[config.mk]
export PLATFORM = sky130hd
export DESIGN_NAME = dmem_arbiter
export DESIGN_NICKNAME = d
export VERILOG_FILES = /design/src/rtl/dmem_arbiter.sv
export SDC_FILE = /design/constraint.sdc
export NUM_CORES = 1
export LEC_CHECK = 0
export ABC_AREA = 1
export BUFFER_PORTS_ARGS = -buffer_cell sky130_fd_sc_hd__buf_2
export CAP_MARGIN = 30
export CORE_AREA = 10 10 91 93
export DETAILED_ROUTE_END_ITERATION = 8
export DIE_AREA = 0 0 101 103
export PLACE_DENSITY = 0.89
export SLEW_MARGIN = 40
export SYNTH_ARGS = -nofsm -noshare
export SYNTH_HDL_FRONTEND = slang
export SYNTH_SLANG_ARGS = --single-unit
[constraint.sdc]
create_clock -name clk -period 3.35 [get_ports clk]
set_clock_uncertainty 0.05 [all_clocks]
set_input_delay 0.67 -clock clk [delete_from_list [all_inputs] [get_ports clk]]
set_output_delay 0.67 -clock clk [all_outputs]
set_load 0.01 [all_outputs]
[src/rtl/dmem_arbiter.sv]
// Round-robin arbiter sharing the single-port data memory between the CPU
// load/store unit and the debug/loader port, with read-data return routing.
module dmem_arbiter #(
    parameter int unsigned ADDR_W = 11,
    parameter int unsigned DATA_W = 32,
    parameter int unsigned RD_LAT = 1,
    parameter int unsigned CNT_W  = 16
) (
    input  logic              clk,
    input  logic              rst_n,
    input  logic              cpu_req,
    input  logic              cpu_we,
    input  logic [ADDR_W-1:0] cpu_addr,
    input  logic [DATA_W-1:0] cpu_wdata,
    output logic              cpu_gnt,
    output logic              cpu_rvalid,
    output logic [DATA_W-1:0] cpu_rdata,
    input  logic              dbg_req,
    input  logic              dbg_we,
    input  logic [ADDR_W-1:0] dbg_addr,
    input  logic [DATA_W-1:0] dbg_wdata,
    output logic              dbg_gnt,
    output logic              dbg_rvalid,
    output logic [DATA_W-1:0] dbg_rdata,
    output logic [ADDR_W-1:0] mem_addr,
    output logic              mem_wren,
    output logic [DATA_W-1:0] mem_wdata,
    input  logic [DATA_W-1:0] mem_rdata,
    output logic [CNT_W-1:0]  cpu_stall_cnt,
    input  logic              cnt_clr
);

    typedef enum logic {
        OWN_CPU = 1'b0,
        OWN_DBG = 1'b1
    } owner_e;

    owner_e            rr_last;
    logic [RD_LAT-1:0] tag_v;
    logic [RD_LAT-1:0] tag_dbg;
    logic              issue_rd;

    // Grant: a lone requester wins; on a tie the one not granted last wins.
    always_comb begin
        cpu_gnt = 1'b0;
        dbg_gnt = 1'b0;
        if (rst_n) begin
            if (cpu_req && (!dbg_req || rr_last == OWN_DBG)) begin
                cpu_gnt = 1'b1;
            end else if (dbg_req) begin
                dbg_gnt = 1'b1;
            end
        end
    end

    // RAM port follows the granted requester; idle cycles present CPU fields.
    always_comb begin
        mem_addr  = cpu_addr;
        mem_wdata = cpu_wdata;
        mem_wren  = cpu_gnt & cpu_we;
        if (dbg_gnt) begin
            mem_addr  = dbg_addr;
            mem_wdata = dbg_wdata;
            mem_wren  = dbg_we;
        end
    end

    assign issue_rd = (cpu_gnt & ~cpu_we) | (dbg_gnt & ~dbg_we);

    always_ff @(posedge clk or negedge rst_n) begin
        if (!rst_n) begin
            rr_last <= OWN_DBG;
        end else if (cpu_gnt) begin
            rr_last <= OWN_CPU;
        end else if (dbg_gnt) begin
            rr_last <= OWN_DBG;
        end
    end

    // Owner tags travel alongside the RAM read latency.
    always_ff @(posedge clk or negedge rst_n) begin
        if (!rst_n) begin
            tag_v   <= '0;
            tag_dbg <= '0;
        end else begin
            tag_v[0]   <= issue_rd;
            tag_dbg[0] <= dbg_gnt;
            for (int unsigned i = 1; i < RD_LAT; i++) begin
                tag_v[i]   <= tag_v[i-1];
                tag_dbg[i] <= tag_dbg[i-1];
            end
        end
    end

    assign cpu_rvalid = rst_n & tag_v[RD_LAT-1] & ~tag_dbg[RD_LAT-1];
    assign dbg_rvalid = rst_n & tag_v[RD_LAT-1] &  tag_dbg[RD_LAT-1];
    assign cpu_rdata  = mem_rdata;
    assign dbg_rdata  = mem_rdata;

    // Saturating stall counter; clear wins over increment.
    always_ff @(posedge clk or negedge rst_n) begin
        if (!rst_n) begin
            cpu_stall_cnt <= '0;
        end else if (cnt_clr) begin
            cpu_stall_cnt <= '0;
        end else if (cpu_req && !cpu_gnt && cpu_stall_cnt != '1) begin
            cpu_stall_cnt <= cpu_stall_cnt + CNT_W'(1);
        end
    end

endmodule

==> results of run 1 <==
==> stage by stage <==
stage	setup WS, ns	cell area, sq um	cells	power, mW	hold slack [ns]
6_report	0.670	2620	547	0.636	0.438
5_1_grt	0.525	2620	547	0.677	0.476
4_1_cts	0.667	2620	547	0.645	0.450
3_5_place_dp	0.671	2570	543	0.488	0.484
3_3_place_gp	0.737	2570	543	0.483	0.477
2_1_floorplan	1.09	2200	379	0.431	0.324
==> worst min path at each step <==
stage / startpoint / to / slack [ns] / cells after the start
6_report: rst_n / cpu_stall_cnt[6] / 0.44 / 2
5_1_grt: rst_n / cpu_stall_cnt[8] / 0.48 / 2
4_1_cts: rst_n / cpu_stall_cnt[12] / 0.45 / 2
3_5_place_dp: cpu_stall_cnt[3] / cpu_stall_cnt[3] / 0.48 / 2
3_3_place_gp: rr_last / rr_last / 0.48 / 2
2_1_floorplan: rst_n / cpu_stall_cnt[0] / 0.32 / 0
==> Yosys cell counts <==
library cell	count	share of area [%]
nand2_1	199	34
clkbuf_1	5	0.85
dfrtp_1	18	20
ha_1	1	0.57
o21ai_0	6	1.4
o21bai_1	1	0.34
xor2_1	3	1.2
buf_2	4	0.91
dfstp_2	1	1.2
xnor2_1	2	0.80
a21oi_1	3	0.68
a22o_1	1	0.40
nor2_1	19	3.2
buf_4	64	22
nor2_2	2	0.57
nor2_4	3	1.5
nand4_1	5	1.4
nand2_2	1	0.28
buf_6	1	0.51
inv_2	1	0.17
nand3_1	15	3.4
inv_1	22	3.8
o22ai_1	1	0.28
nand3b_1	1	0.34
==> worst max-delay path, delay by kind of cell <==
kind	cells	cell delay [ns]
buffers and inverters	3	0.80
and+or+nand+nor	5	0.48
==> kinds of logic after synthesis <==
kind of cell / after synthesis / share of synthesized area, %
fa+ha+maj: 1 / 0.568
flops: 19 / 21.6
buf+inv: 97 / 28.0
simple gates: 245 / 44.7
compound gates: 12 / 3.07
xor+xnor: 5 / 1.99
==> power groups by stage <==
stage	Combinational (mW)	Clock [mW]	Sequential, mW
2_1_floorplan	0.186	0	0.245
3_3_place_gp	0.238	0	0.245
3_5_place_dp	0.242	0	0.246
4_1_cts	0.242	0.161	0.242
5_1_grt	0.265	0.170	0.242
6_report	0.237	0.158	0.242
==> flip-flops by register name (all words and copies together), names as in the netlist <==
signal	cells
cpu_stall_cnt	16
rr_last	1
tag_dbg	1
tag_v	1
==> per-layer routing <==
| metal | share of wire [%] | GRT usage [%] | up-vias |
|---|---|---|---|
| met4 | 1.9 | 4.61 | 2 |
| li1 | - | - | 1264 |
| met3 | 13 | 9.38 | 14 |
| met5 | 0.14 | 0 | - |
| met1 | 36 | 17.7 | 1101 |
| met2 | 49 | 27.5 | 170 |
==> layout make-up <==
type	count	share of cell area, %
flip-flops and latches	19	18.2
clock buffers	4	1.72
repair buffers	158	30.4
well taps	80	3.82
inverters	23	3.30
multi-input cells	263	42.5
==> metrics.yaml, run 1 <==
pwr:
  p_sw_share_pct: 33.9
  power.internal_uw: 421
  pwr-share-clk_pct: 24.8
  pwr-share-seq_pct: 38.0
  comb_power_share_pct: 37.2
  power_density_nw_per_um2: 243
  irDropWorstVdd_uv: 154
  leakage_nw: 1.68
  switching_power_uw: 215
grt:
  first_global_vias: 2661
  grt_start_max_net_pins: 48
  grt_overflow: 0
  antenna_found_initial: 1
  grt_util_all_layers_pct: 16.6
  grt_pass1_wl_microns: 13800
clock_network:
  clk_latency_ns: 0.25
  cts_buffers: 3
  clk_pin_slew_ns: 0.07
  clockBufferDepth: 2
  cts_resized: 0
  cts.sinks: 19
  cts-root-buf: "clkbuf_8"
  post_cts_buffers: 0
  postCtsHoldBufs: 0
  cts_tree: "built"
  cts_max_level: 1
floorplanning:
  ios: 253
  die_h_microns: 103
  rows: 30
  start_util_pct: 33.5
  coreArea_sq_um: 6570
  die_x_microns: 101
  die_area_sq_um: 10400
worst_setup_path:
  crit_path_start_kind: "input pin"
  worst_path_max_delay_cell: "inv_2"
  cp_cell_sequence: "buf_2 > nand2_1 > nand2_1 > nand3_2 > inv_2 > nand2_1 > nand2_1 > buf_2"
  reg2reg_to: "cpu_stall_cnt[14]"
  critical_path_class: "in -> out"
  max_stage_delay_ns: 0.55
  reg2reg_depth: 9
  cp-end-kind: "output port"
  worstPathArrival_ns: 1.96
  crit_fanout: 47
  cp_data_required_time_ns: 2.63
  crit_start: "dbg_req"
  r2r_slack_ns: 1.58
  r2r-start: "cpu_stall_cnt[0]"
  critPathCapture: "mem_wdata[21]"
  crit_top_cell: "nand2_1"
cells_and_area:
  multi_input_area_sq_um: 1110
  seq_area_sq_um: 477
  fin_util_pct: 39.8
  syn2layout_area_growth_pct: 18.9
  drive_gt1_share_pct: 36.4
  diodes: 0
  final_common_cell: "nand2_1"
  fillerInstances: 701
  final_cell_mix: "nand2_1 (199), buf_2 (156), inv_1 (22), nor2_1 (19), dfrtp_1 (18)"
  fin_nets: 594
timing:
  final.setup.tns_ns: 0
  relSlewSlack_pct: 51.0
  setup_viol: 0
  layout_worst_path_cycle_share_pct: 80.0
  finalHoldViolCount: 0
  timing.final.max_slew_violations: 0
  post-route-min-period_ns: 2.68
  fmax_ghz: 0.373
  worst_pin_slew_ns: 0.734
  rsz0062_at_grt: "no"
yosys:
  ys_types: 24
  synth-seq-cells: 19
  yosysWarnings: 0
  syn_area_sq_um: 2200
  avgSynthCellArea_sq_um: 5.81
  synth_nets: 505
  synthCells: 379
  yosysSeqAreaShare_pct: 21.6
routing:
  via_per_inst: 4.66
  wl_microns: 9210
  drc_errors: 0
  ant_nets: 0
  drt_first_pass_iters: 4
  drt_first_iter_violations: 85
  vias: 2551
  wire_per_inst_microns: 16.8
placement:
  dpl.hpwl_microns: 7970
  io_buffers: 156
  gp_congestion: 0.912
job:
  maxCapViolations: 0
outcome:
  status: "finished, final reports clean"
hold_path:
  hold_path_class: "in -> async"
(Power assumes the default switching activity.)
==> inputs of run 2 (changes only) <==
- CORE_AREA: 10 10 91 93 -> not set
- CORE_MARGIN: not set -> 10
- CORE_UTILIZATION: not set -> 31
- DIE_AREA: 0 0 101 103 -> not set
- PLACE_DENSITY: 0.89 -> 0.86
- clock period: 3.35 -> 2.3 ns (I/O delays scaled with it)
==> metrics.yaml, run 2 (synthesis results as in run 1) <==
outcome:
  status: "finished, final reports clean"
floorplanning:
  die_area_sq_um: 10900  # +4.5%
  coreArea_sq_um: 6830  # +4.0%
  die_x_microns: 104  # +3.2%
  start_util_pct: 32.2  # -1.3 points
  rows: 30  # unchanged
  ios: 253  # unchanged
  die_h_microns: 104  # +1.2%
clock_network:
  cts_max_level: 1  # unchanged
  post_cts_buffers: 0  # unchanged
  clockBufferDepth: 2  # unchanged
  cts_buffers: 3  # unchanged
  cts_tree: "built"
  clk_pin_slew_ns: 0.07  # about the same
  cts.sinks: 19  # unchanged
  postCtsHoldBufs: 0  # unchanged
  cts-root-buf: "clkbuf_8"
  clk_latency_ns: 0.26  # about the same
worst_setup_path:
  r2r-start: "cpu_stall_cnt[0]"
  r2r_slack_ns: 0.54  # -1.04 ns
  reg2reg_depth: 9  # unchanged
  reg2reg_to: "cpu_stall_cnt[7]"
  cp-end-kind: "output port"
  cp_data_required_time_ns: 1.79  # -0.84 ns
  crit_fanout: 27  # -43%
  worstPathArrival_ns: 1.67  # -0.29 ns
  crit_path_start_kind: "flop"
  critical_path_class: "reg -> out"
cells_and_area:
  fillerInstances: 756  # +7.8%
  diodes: 0  # unchanged
  syn2layout_area_growth_pct: 22.9
  final_common_cell: "nand2_1"
  fin_util_pct: 39.6  # -0.23 points
  top_register: "cpu_stall_cnt"
  largest_reg_flops: 16  # unchanged
  fin_nets: 598  # +0.67%
  fin_cells: 567  # +3.7%
  final_cell_mix: "nand2_1 (198), buf_2 (156), inv_1 (22), nor2_1 (19), dfrtp_1 (18)"
  drive_gt1_share_pct: 37.2  # +0.75 points
routing:
  drc_errors: 0  # unchanged
  ant_nets: 0  # unchanged
  vias: 2526  # -0.98%
  via_per_inst: 4.46  # -4.5%
  wire_per_inst_microns: 16.6  # -1.4%
  drt_first_iter_violations: 73  # -14%
  drt_first_pass_iters: 4  # unchanged
  wl_microns: 9410  # +2.2%
timing:
  layout_worst_path_cycle_share_pct: 94.9
  rsz0062_at_grt: "no"
  final.setup.worst_slack_ns: 0.117  # -0.553 ns
  finalHoldViolCount: 0  # unchanged
  relSlewSlack_pct: 75.2  # +24 points
  whs_ns: 0.253  # -0.186 ns
  final.setup.tns_ns: 0  # unchanged
  setup_viol: 0  # unchanged
  fmax_ghz: 0.458
  timing.final.max_slew_violations: 0  # unchanged
  post-route-min-period_ns: 2.18
  worst_pin_slew_ns: 0.372  # -0.362 ns
grt:
  grt_pass1_wl_microns: 14600  # +5.7%
  antenna_found_initial: 0  # -1
  use_met3_pct: 8.18  # -1.2 points
  grt_util_all_layers_pct: 16.5  # -0.10 points
  first_global_vias: 2634  # -1.0%
  grt_overflow: 0  # unchanged
  use_met1_pct: 19.3  # +1.6 points
  top_usage_layer: "met2"
  use_met2_pct: 27.1  # -0.39 points
  grt_start_max_net_pins: 30  # -38%
placement:
  dpl.hpwl_microns: 8390  # +5.3%
  place_inst: 563  # +3.7%
  io_buffers: 156  # unchanged
  gp_congestion: 0.954  # +4.6%
  place_ws_ns: 0.250  # -0.421 ns
pwr:
  power_density_nw_per_um2: 353  # +45%
  irDropWorstVdd_uv: 149  # -3.2%
  leakage_nw: 1.71  # +1.8%
job:
  maxCapViolations: 0  # unchanged
hold_path:
  hold_path_class: "in -> async"
## run 2: cell count changes in the layout (fill, tap and decap cells not counted), sizes merged
cell	before	now
buf	158	162
## run 2: worst max-delay path by stage
stage	cells after the start	slack (ns)	end	start
2_1_floorplan	7	0.46	mem_addr[1]	dbg_req
3_3_place_gp	8	0.28	mem_wdata[1]	dbg_req
3_5_place_dp	8	0.25	mem_wdata[1]	dbg_req
4_1_cts	8	0.06	mem_wdata[1]	rr_last
5_1_grt	9	0.03	mem_wdata[25]	rr_last
6_report	9	0.12	mem_wdata[25]	rr_last
## run 2: metal layers
metal  vias to the layer above  wire length (microns)
met3                         8                   1070
met5                         -                      0
met1                      1096                   3860
met2                       151                   4440
met4                         0                     49
li1                       1271                      -
## run 2: report_power, final
part | switching (mW) | leakage [nW] | internal (mW)
logic | 0.212 | 1.43 | 0.157
clock network | 0.111 | 0.0228 | 0.123
registers | 0.00705 | 0.260 | 0.345
total | 0.330 | 1.71 | 0.625
## run 2: stage by stage
step / power [mW] / cell area (sq um)
6_report: 0.955 / 2710
5_1_grt: 1.02 / 2710
4_1_cts: 0.967 / 2680
3_5_place_dp: 0.726 / 2640
3_3_place_gp: 0.720 / 2640
2_1_floorplan: 0.628 / 2200
## run 2: layout make-up
type	count	area (sq um)	area share (%)
Clock buffer	4	45.0	1.66
Inverter	23	86.3	3.19
Multi-Input combinational cell	263	1120	41.5
Sequential cell	19	477	17.6
Tap cell	96	120	4.44
Timing Repair Buffer	162	855	31.6
## run 2: timing repair
action                                  in CTS  in global routing
cloned                                       0                  0
endpoints found under the setup margin       2                 18
gates resized for setup                      1                  5
## run 2: critical path, stage by stage, from the launching register on
cell and delay (ns):
dfstp_2 0.54, inv_1 0.05, nand2_1 0.08, nand2_2 0.08
nand3_4 0.09, inv_2 0.10, buf_12 0.17, nand2_1 0.11
nand2_1 0.05, buf_2 0.14
